## src/rtl/bsg_dmc_dq_turnaround_seq_pkg.sv

```systemverilog
// Shared types and helpers for the LPDDR DQ/DQS turnaround sequencer.
//   bsg_dmc_seq_state_e : FSM state encoding (one code per burst phase)
//   min_lat_lp          : smallest latency the sequencer can honour
//   burst_cycles_f      : DDR beats per burst -> core cycles per burst
//   cnt_width_f         : width of the shared phase down-counter
package bsg_dmc_seq_pkg;

  typedef enum logic [2:0] {
    IDLE      = 3'd0,
    WAIT_WL   = 3'd1,
    PREAMBLE  = 3'd2,
    WR_BURST  = 3'd3,
    POSTAMBLE = 3'd4,
    WAIT_RL   = 3'd5,
    RD_BURST  = 3'd6,
    TURN      = 3'd7
  } bsg_dmc_seq_state_e;

  // Latencies below this are rounded up: a write needs at least one cycle
  // of DQS preamble between accept and the first data beat.
  localparam int min_lat_lp = 2;

  // Two DDR beats per core clock.
  function automatic int burst_cycles_f(input int burst_len);
    return burst_len / 2;
  endfunction

  function automatic int max3_f(input int a, input int b, input int c);
    int m;
    m = a;
    if (b > m) m = b;
    else m = m;
    if (c > m) m = c;
    else m = m;
    return m;
  endfunction

  // One spare bit of headroom so eff-2/eff-3 never wraps for any legal field value.
  function automatic int cnt_width_f(input int lat_width, input int burst_len,
                                     input int turnaround);
    return max3_f(lat_width, $clog2(burst_cycles_f(burst_len)), $clog2(turnaround)) + 1;
  endfunction

endpackage

```

## src/rtl/bsg_dmc_dq_turnaround_seq_if.sv

```systemverilog
// Command and pad-control bundle between the DRAM controller/padring and the
// DQ/DQS turnaround sequencer.
//   master : controller side, drives cmd_v_i/cmd_we_i/wl_i/rl_i
//   slave  : sequencer side, drives cmd_ready_o, pad output enables,
//            write-data yumi, read capture window and busy
interface bsg_dmc_dq_turnaround_seq_if #(
  parameter int dq_width_p  = 32,
  parameter int dqs_width_p = 4,
  parameter int lat_width_p = 4
) ();

  logic                   cmd_v_i;
  logic                   cmd_we_i;
  logic                   cmd_ready_o;
  logic [lat_width_p-1:0] wl_i;
  logic [lat_width_p-1:0] rl_i;
  logic [dq_width_p-1:0]  dq_oen_o;
  logic [dqs_width_p-1:0] dqs_oen_o;
  logic                   wr_data_yumi_o;
  logic                   rd_capture_en_o;
  logic                   busy_o;

  modport master (
    output cmd_v_i, cmd_we_i, wl_i, rl_i,
    input  cmd_ready_o, dq_oen_o, dqs_oen_o, wr_data_yumi_o, rd_capture_en_o, busy_o
  );

  modport slave (
    input  cmd_v_i, cmd_we_i, wl_i, rl_i,
    output cmd_ready_o, dq_oen_o, dqs_oen_o, wr_data_yumi_o, rd_capture_en_o, busy_o
  );

endinterface

```

## src/rtl/bsg_dmc_dq_turnaround_seq_counter.sv

```systemverilog
// Loadable saturating down-counter shared by all timed phases of the
// sequencer.
//   clk_i, reset_n_i : clock, asynchronous active-low reset
//   load_i           : load load_val_i this cycle (has priority)
//   load_val_i       : count to start the phase from
//   zero_o           : count is 0 (phase ends this cycle)
module bsg_dmc_seq_counter #(
  parameter int width_p = 5
) (
  input  logic               clk_i,
  input  logic               reset_n_i,
  input  logic               load_i,
  input  logic [width_p-1:0] load_val_i,
  output logic               zero_o
);

  logic [width_p-1:0] cnt_r;

  // Load on phase entry, otherwise count down and hold at zero.
  always_ff @(posedge clk_i or negedge reset_n_i) begin
    if (!reset_n_i) begin
      cnt_r <= {width_p{1'b0}};
    end else if (load_i) begin
      cnt_r <= load_val_i;
    end else if (cnt_r != {width_p{1'b0}}) begin
      cnt_r <= cnt_r - width_p'(1);
    end else begin
      cnt_r <= cnt_r;
    end
  end

  assign zero_o = (cnt_r == {width_p{1'b0}});

endmodule

```

## src/rtl/bsg_dmc_dq_turnaround_seq.sv

```systemverilog
// LPDDR DQ/DQS pad output-enable sequencer. Accepts one write or read
// command at a time, waits out the latched latency, then drives the DQS
// preamble / DQ burst / DQS postamble (writes, pulling one data word per
// burst cycle) or opens the read capture window (reads), and finally holds
// the bus idle for turnaround_p cycles before the next command.
//   clk_i, reset_n_i : clock, asynchronous active-low reset (deassertion
//                      is synchronised outside this block)
//   bus (slave)      : cmd_v_i/cmd_we_i/cmd_ready_o handshake, wl_i/rl_i
//                      latencies, dq_oen_o/dqs_oen_o (active-low),
//                      wr_data_yumi_o, rd_capture_en_o, busy_o
// Every output is a flop, so reset forces the pads to tristate immediately.
module bsg_dmc_dq_turnaround_seq
  import bsg_dmc_seq_pkg::*;
#(
  parameter int dq_width_p   = 32,
  parameter int dqs_width_p  = 4,
  parameter int burst_len_p  = 8,
  parameter int lat_width_p  = 4,
  parameter int turnaround_p = 2
) (
  input  logic clk_i,
  input  logic reset_n_i,
  bsg_dmc_dq_turnaround_seq_if.slave bus
);

  localparam int bc_lp        = burst_cycles_f(burst_len_p);
  localparam int cnt_width_lp = cnt_width_f(lat_width_p, burst_len_p, turnaround_p);
  localparam int lane_width_lp = dq_width_p / dqs_width_p;

  // A phase lasting N cycles loads N-1; the FSM leaves when the count is 0.
  localparam logic [cnt_width_lp-1:0] one_cycle_lp   = cnt_width_lp'(0);
  localparam logic [cnt_width_lp-1:0] burst_load_lp  = cnt_width_lp'(bc_lp - 1);
  localparam logic [cnt_width_lp-1:0] turn_load_lp   = cnt_width_lp'(turnaround_p - 1);
  localparam logic [cnt_width_lp-1:0] min_lat_cnt_lp = cnt_width_lp'(min_lat_lp);

  bsg_dmc_seq_state_e state_r;
  bsg_dmc_seq_state_e state_n_s;

  logic [cnt_width_lp-1:0] wl_eff_s;
  logic [cnt_width_lp-1:0] rl_eff_s;
  logic                    load_s;
  logic [cnt_width_lp-1:0] load_val_s;
  logic                    cnt_zero_s;

  logic dqs_drive_n_s;
  logic dq_drive_n_s;
  logic capture_n_s;
  logic idle_n_s;

  logic [dqs_width_p-1:0] dqs_lane_oen_r;
  logic [dqs_width_p-1:0] dq_lane_oen_r;
  logic                   yumi_r;
  logic                   capture_r;
  logic                   ready_r;
  logic                   busy_r;

  // Effective latency: 0 and 1 are stretched to the minimum.
  always_comb begin
    wl_eff_s = cnt_width_lp'(bus.wl_i);
    rl_eff_s = cnt_width_lp'(bus.rl_i);
    if (wl_eff_s < min_lat_cnt_lp) wl_eff_s = min_lat_cnt_lp;
    else wl_eff_s = wl_eff_s;
    if (rl_eff_s < min_lat_cnt_lp) rl_eff_s = min_lat_cnt_lp;
    else rl_eff_s = rl_eff_s;
  end

  bsg_dmc_seq_counter #(
    .width_p(cnt_width_lp)
  ) phase_cnt (
    .clk_i      (clk_i),
    .reset_n_i  (reset_n_i),
    .load_i     (load_s),
    .load_val_i (load_val_s),
    .zero_o     (cnt_zero_s)
  );

  // Next-state and counter-load decode.
  always_comb begin
    state_n_s  = state_r;
    load_s     = 1'b0;
    load_val_s = one_cycle_lp;
    case (state_r)
      IDLE: begin
        if (bus.cmd_v_i) begin
          load_s = 1'b1;
          if (bus.cmd_we_i) begin
            // WAIT_WL spans eff-2 cycles, which is none at the minimum latency.
            if (wl_eff_s == min_lat_cnt_lp) begin
              state_n_s  = PREAMBLE;
              load_val_s = one_cycle_lp;
            end else begin
              state_n_s  = WAIT_WL;
              load_val_s = wl_eff_s - cnt_width_lp'(3);
            end
          end else begin
            state_n_s  = WAIT_RL;
            load_val_s = rl_eff_s - cnt_width_lp'(2);
          end
        end else begin
          state_n_s = IDLE;
        end
      end
      WAIT_WL: begin
        if (cnt_zero_s) begin
          state_n_s  = PREAMBLE;
          load_s     = 1'b1;
          load_val_s = one_cycle_lp;
        end else begin
          state_n_s = WAIT_WL;
        end
      end
      PREAMBLE: begin
        if (cnt_zero_s) begin
          state_n_s  = WR_BURST;
          load_s     = 1'b1;
          load_val_s = burst_load_lp;
        end else begin
          state_n_s = PREAMBLE;
        end
      end
      WR_BURST: begin
        if (cnt_zero_s) begin
          state_n_s  = POSTAMBLE;
          load_s     = 1'b1;
          load_val_s = one_cycle_lp;
        end else begin
          state_n_s = WR_BURST;
        end
      end
      POSTAMBLE: begin
        if (cnt_zero_s) begin
          state_n_s  = TURN;
          load_s     = 1'b1;
          load_val_s = turn_load_lp;
        end else begin
          state_n_s = POSTAMBLE;
        end
      end
      WAIT_RL: begin
        if (cnt_zero_s) begin
          state_n_s  = RD_BURST;
          load_s     = 1'b1;
          load_val_s = burst_load_lp;
        end else begin
          state_n_s = WAIT_RL;
        end
      end
      RD_BURST: begin
        if (cnt_zero_s) begin
          state_n_s  = TURN;
          load_s     = 1'b1;
          load_val_s = turn_load_lp;
        end else begin
          state_n_s = RD_BURST;
        end
      end
      TURN: begin
        if (cnt_zero_s) begin
          state_n_s = IDLE;
        end else begin
          state_n_s = TURN;
        end
      end
      default: begin
        state_n_s = IDLE;
      end
    endcase
  end

  // Output decode of the next state so the registered outputs line up with state_r.
  always_comb begin
    dqs_drive_n_s = (state_n_s == PREAMBLE) || (state_n_s == WR_BURST) ||
                    (state_n_s == POSTAMBLE);
    dq_drive_n_s  = (state_n_s == WR_BURST);
    capture_n_s   = (state_n_s == RD_BURST);
    idle_n_s      = (state_n_s == IDLE);
  end

  // FSM state plus one registered output flop per lane / control bit.
  always_ff @(posedge clk_i or negedge reset_n_i) begin
    if (!reset_n_i) begin
      state_r        <= IDLE;
      dqs_lane_oen_r <= {dqs_width_p{1'b1}};
      dq_lane_oen_r  <= {dqs_width_p{1'b1}};
      yumi_r         <= 1'b0;
      capture_r      <= 1'b0;
      ready_r        <= 1'b1;
      busy_r         <= 1'b0;
    end else begin
      state_r        <= state_n_s;
      dqs_lane_oen_r <= {dqs_width_p{~dqs_drive_n_s}};
      dq_lane_oen_r  <= {dqs_width_p{~dq_drive_n_s}};
      yumi_r         <= dq_drive_n_s;
      capture_r      <= capture_n_s;
      ready_r        <= idle_n_s;
      busy_r         <= ~idle_n_s;
    end
  end

  // Fan each lane's DQ enable flop out to its pads.
  for (genvar l = 0; l < dqs_width_p; l++) begin : g_lane
    assign bus.dq_oen_o[l*lane_width_lp +: lane_width_lp] = {lane_width_lp{dq_lane_oen_r[l]}};
  end

  assign bus.dqs_oen_o       = dqs_lane_oen_r;
  assign bus.wr_data_yumi_o  = yumi_r;
  assign bus.rd_capture_en_o = capture_r;
  assign bus.cmd_ready_o     = ready_r;
  assign bus.busy_o          = busy_r;

endmodule

```

## src/flat_wrapper.sv

```systemverilog
// flat-port wrapper written by rule: the top's interface ports become plain ports
module bsg_dmc_dq_turnaround_seq_flat import bsg_dmc_seq_pkg::*;
#(
  parameter int dq_width_p   = 32,
  parameter int dqs_width_p  = 4,
  parameter int burst_len_p  = 8,
  parameter int lat_width_p  = 4,
  parameter int turnaround_p = 2
)
  (clk_i, reset_n_i, bus_cmd_v_i, bus_cmd_we_i, bus_wl_i, bus_rl_i, bus_cmd_ready_o, bus_dq_oen_o, bus_dqs_oen_o, bus_wr_data_yumi_o, bus_rd_capture_en_o, bus_busy_o);
  bsg_dmc_dq_turnaround_seq_if #(.dq_width_p(dq_width_p), .dqs_width_p(dqs_width_p), .lat_width_p(lat_width_p)) bus_i ();
  input  logic clk_i;
  input  logic reset_n_i;
  input wire logic [$bits(bus_i.cmd_v_i)-1:0] bus_cmd_v_i;
  input wire logic [$bits(bus_i.cmd_we_i)-1:0] bus_cmd_we_i;
  input wire logic [$bits(bus_i.wl_i)-1:0] bus_wl_i;
  input wire logic [$bits(bus_i.rl_i)-1:0] bus_rl_i;
  output wire logic [$bits(bus_i.cmd_ready_o)-1:0] bus_cmd_ready_o;
  output wire logic [$bits(bus_i.dq_oen_o)-1:0] bus_dq_oen_o;
  output wire logic [$bits(bus_i.dqs_oen_o)-1:0] bus_dqs_oen_o;
  output wire logic [$bits(bus_i.wr_data_yumi_o)-1:0] bus_wr_data_yumi_o;
  output wire logic [$bits(bus_i.rd_capture_en_o)-1:0] bus_rd_capture_en_o;
  output wire logic [$bits(bus_i.busy_o)-1:0] bus_busy_o;
  assign bus_i.cmd_v_i = bus_cmd_v_i;
  assign bus_i.cmd_we_i = bus_cmd_we_i;
  assign bus_i.wl_i = bus_wl_i;
  assign bus_i.rl_i = bus_rl_i;
  assign bus_cmd_ready_o = bus_i.cmd_ready_o;
  assign bus_dq_oen_o = bus_i.dq_oen_o;
  assign bus_dqs_oen_o = bus_i.dqs_oen_o;
  assign bus_wr_data_yumi_o = bus_i.wr_data_yumi_o;
  assign bus_rd_capture_en_o = bus_i.rd_capture_en_o;
  assign bus_busy_o = bus_i.busy_o;
  bsg_dmc_dq_turnaround_seq #(.dq_width_p(dq_width_p), .dqs_width_p(dqs_width_p), .burst_len_p(burst_len_p), .lat_width_p(lat_width_p), .turnaround_p(turnaround_p)) u_core (.clk_i(clk_i), .reset_n_i(reset_n_i), .bus(bus_i));
endmodule
```

## config.mk

```make
export PLATFORM = sky130hd
export DESIGN_NAME = bsg_dmc_dq_turnaround_seq_flat
export DESIGN_NICKNAME = d
export VERILOG_FILES = /design/src/rtl/bsg_dmc_dq_turnaround_seq_pkg.sv /design/src/rtl/bsg_dmc_dq_turnaround_seq_if.sv /design/src/rtl/bsg_dmc_dq_turnaround_seq_counter.sv /design/src/rtl/bsg_dmc_dq_turnaround_seq.sv /design/src/flat_wrapper.sv
export SDC_FILE = /design/constraint.sdc
export NUM_CORES = 1
export LEC_CHECK = 0
export ABC_AREA = 1
export CORE_MARGIN = 5
export CORE_UTILIZATION = 41
export DETAILED_ROUTE_END_ITERATION = 10
export PLACE_DENSITY = 0.81
export RECOVER_POWER = 100
export REMOVE_ABC_BUFFERS = 1
export SYNTH_ARGS = -nofsm -noshare
export SYNTH_HDL_FRONTEND = slang
export SYNTH_SLANG_ARGS = --single-unit
```

## constraint.sdc

```tcl
create_clock -name clk_i -period 2.1 [get_ports clk_i]
set_input_delay 0.525 -clock clk_i [delete_from_list [all_inputs] [get_ports clk_i]]
set_output_delay 0.525 -clock clk_i [all_outputs]
set_load 0.005 [all_outputs]
```

==> metrics.txt <==
vias per cell=4.52; post-synthesis mux area share=0%; antenna viol nets, final=0; worst path arrival time=1.44 ns; Synth Area in XOR/XNOR=2.72%; Synth cell types=22; leakage power=0.000751 uW; Hold Path Depth=2; register area share after synthesis=27.5%; Synth Area in Simple Gates=28.8%; initial core utilization=42.5%; GRT Total Usage=12.1%; Core Area=0.00303 mm2; RSZ-0062 raised after global routing=false; DR WL/cell=10.9 um; initial DRC count=18; CP Capture Type=primary output; Pre-Repair DR Iteration Count=5; port bufs=51; Yosys reg bits=14; Synth Area in Adders=4.86%; clock sinks=14; Req. time, crit path=1.57 ns; htree depth=1; final WL=2680 um; asr flop ratio synth=100%; commonest register cell after synthesis=dfrtp_1; post-route setup slack=0.134 ns; Startpoint Class=flop; complex-gate fraction of the synthesized area=8.37%; Max-Cap Viols=0; die height=66.0 um; Final nets=220; Slew @ Worst Pin=0.624 ns; WS Path Type=flop to primary output; CTS buffer count=3; die span in x=66.0 um; Max FO, Critical Path=9; IR drop worst, VDD=0.415 mV; Min-Delay Path Class=flop to flop; r2r endpoint=u_core.bus.busy_o$_DFF_PN0_; Endpoint, Worst Hold=u_core.phase_cnt.cnt_r[1]$_DFFE_PN0P_; Clock Tree Buf Depth=2; combinational family with the most area after synthesis=simple AND/OR/NAND/NOR gates; slew margin rel.=58.2%; largest net degree at the start of global routing=17; Syn Inst Count=174; layout cells sized above 1=15.8%; GRT overflow=0; Final Skew=0.00367 ns; f_max=0.509 GHz; P per Cell Area=1200 mW/mm2; fin cells=246; CTS Hold Buffers Added=0; worst r2r src=u_core.phase_cnt.cnt_r[0]$_DFFE_PN0P_; endpoints failing setup=0; Hold Startpoint=u_core.phase_cnt.cnt_r[1]$_DFFE_PN0P_; # DRC=0; initial antenna violation count=0; Clock Tree Root=clkbuf_4; Top-Level Pins=52; Synth Area per Inst=7.39 um2; dpl cells=237; routability congestion estimate=0.838; final hold violation count=0; CTS tree=yes; Syn. warnings=0; vias in the first global route=975; EDFF count, synth=0; clock latency on the worst-skew pair=0.29 ns; # diodes=0; FF-to-FF path depth=9; max-slew violations=0; Synth Cell Area=0.00129 mm2; Final Power=1970 uW; Min Clock Period, post-route=1.97 ns; crit share post-route=93.6%; pre-CTS WS=-0.105 ns; setup slack, reg-to-reg=0.46 ns; HPWL Detailed=2140 um; area grow syn2layout=27.2%; outcome=complete, no violations; clock transition at the registers of the reported paths=0.09 ns; first-pass GRT wire length=4090 um; # rows=20; DR vias=1112; area of the die=0.00436 mm2
-- kinds of logic (layout without fill, tap and decap cells) --
kind of cell / count (synthesis) / count (layout)
AO/OA/AOI/OAI: 20 / 20
flip-flops: 14 / 14
XOR/XNOR: 4 / 4
adder cells (fa/ha/maj): 5 / 5
buffers and inverters: 61 / 89
AND/OR/NAND/NOR: 70 / 70
-- synthesized netlist by cell type (2+ instances only) --
cell / number / area, um2
a21oi_1: 10 / 50.1
a21oi_2: 2 / 17.5
buf_4: 34 / 255
dfrtp_1: 11 / 275
dfstp_2: 3 / 78.8
ha_1: 5 / 62.6
inv_1: 22 / 82.6
inv_2: 5 / 18.8
nand2_1: 29 / 109
nand2_2: 8 / 50.1
nand3_1: 9 / 45.0
nand3_2: 2 / 20.0
nand4_1: 2 / 12.5
nor2_1: 13 / 48.8
nor2_4: 3 / 33.8
o21ai_0: 8 / 40.0
xnor2_1: 2 / 17.5
xor2_1: 2 / 17.5
-- placed cells by master (no fill, tap or decap), drive strengths merged --
cell	n
xnor2	2
nand2	38
nand4	2
ha	5
nor3	1
clkbuf	8
clkdlybuf4s25	10
nand3	12
xor2	2
inv	27
o21ai	8
dfstp	3
dlygate4sd2	21
nor2	17
dlymetal6s2s	1
clkdlybuf4s50	11
dfrtp	11
dlygate4sd3	8
buf	3
a21oi	12
-- flip-flops by register name, indices dropped and copies added (netlist names) --
| register | count |
|---|---|
| u_core.phase_cnt.cnt_r | 5 |
| u_core.bus.wr_data_yumi_o | 1 |
| u_core.bus.rd_capture_en_o | 1 |
| u_core.bus.dqs_oen_o | 1 |
| u_core.bus.cmd_ready_o | 1 |
| u_core.state_r | 3 |
| u_core.bus.busy_o | 1 |
| u_core.dq_lane_oen_r | 1 |
-- worst max-delay path: stages (launching register included) --
cell           delay, ns
dfstp_4             0.64
buf_8               0.11
clkbuf_1            0.15
dlygate4sd2_1       0.26
-- worst max-delay path by stage --
| stage | from | endpoint |
|---|---|---|
| floorplan | bus_wl_i[2] | u_core.bus.busy_o$_DFF_PN0_ |
| global placement | bus_wl_i[2] | u_core.bus.busy_o$_DFF_PN0_ |
| detailed placement | bus_wl_i[2] | u_core.bus.busy_o$_DFF_PN0_ |
| CTS | u_core.dq_lane_oen_r[0]$_DFF_PN1_ | bus_dq_oen_o[29] |
| global route | u_core.dq_lane_oen_r[0]$_DFF_PN1_ | bus_dq_oen_o[5] |
| finish | u_core.dq_lane_oen_r[0]$_DFF_PN1_ | bus_dq_oen_o[5] |
-- power breakdown --
part           internal [uW]  switching, uW
combinational            609            661
clock                    106           93.8
sequential               412           85.3
total                   1130            841
-- stage by stage --
| stage | hold slack, ns | setup TNS, ns | area [um2] | utilization, % |
|---|---|---|---|---|
| 6_report | 0.539 | 0 | 1640 | 54.0 |
| 5_1_grt | 0.569 | 0 | 1640 | 54.0 |
| 4_1_cts | 0.532 | 0 | 1670 | 55.1 |
| 3_5_place_dp | 0.511 | -0.277 | 1610 | 53.2 |
| 3_3_place_gp | 0.501 | -0.0403 | 1610 | 53.2 |
| 2_1_floorplan | 0.229 | 0 | 1030 | - |
-- final cells by class --
type                       count  area [um2]
tap                           44        55.1
fill                         315        1390
clock buffer                   4        36.3
multi-input combinational     99         553
sequential                    14         358
inverter                      27         101
timing repair buffer          58         533
-- routing by layer --
metal  share of wire (%)  global-route usage (%)
met5                   0                       0
met4                 2.7                    6.85
met3                 9.7                    2.21
met2                  46                    22.0
met1                  42                    13.0
-- timing repair --
item                                    4_1_cts  5_1_grt
buffers inserted                              3        2
endpoints found under the setup margin       32       11
hold endpoints to repair                      0        0
resized for setup                            24       11
Note: power is estimated with default switching activity, not from simulation.
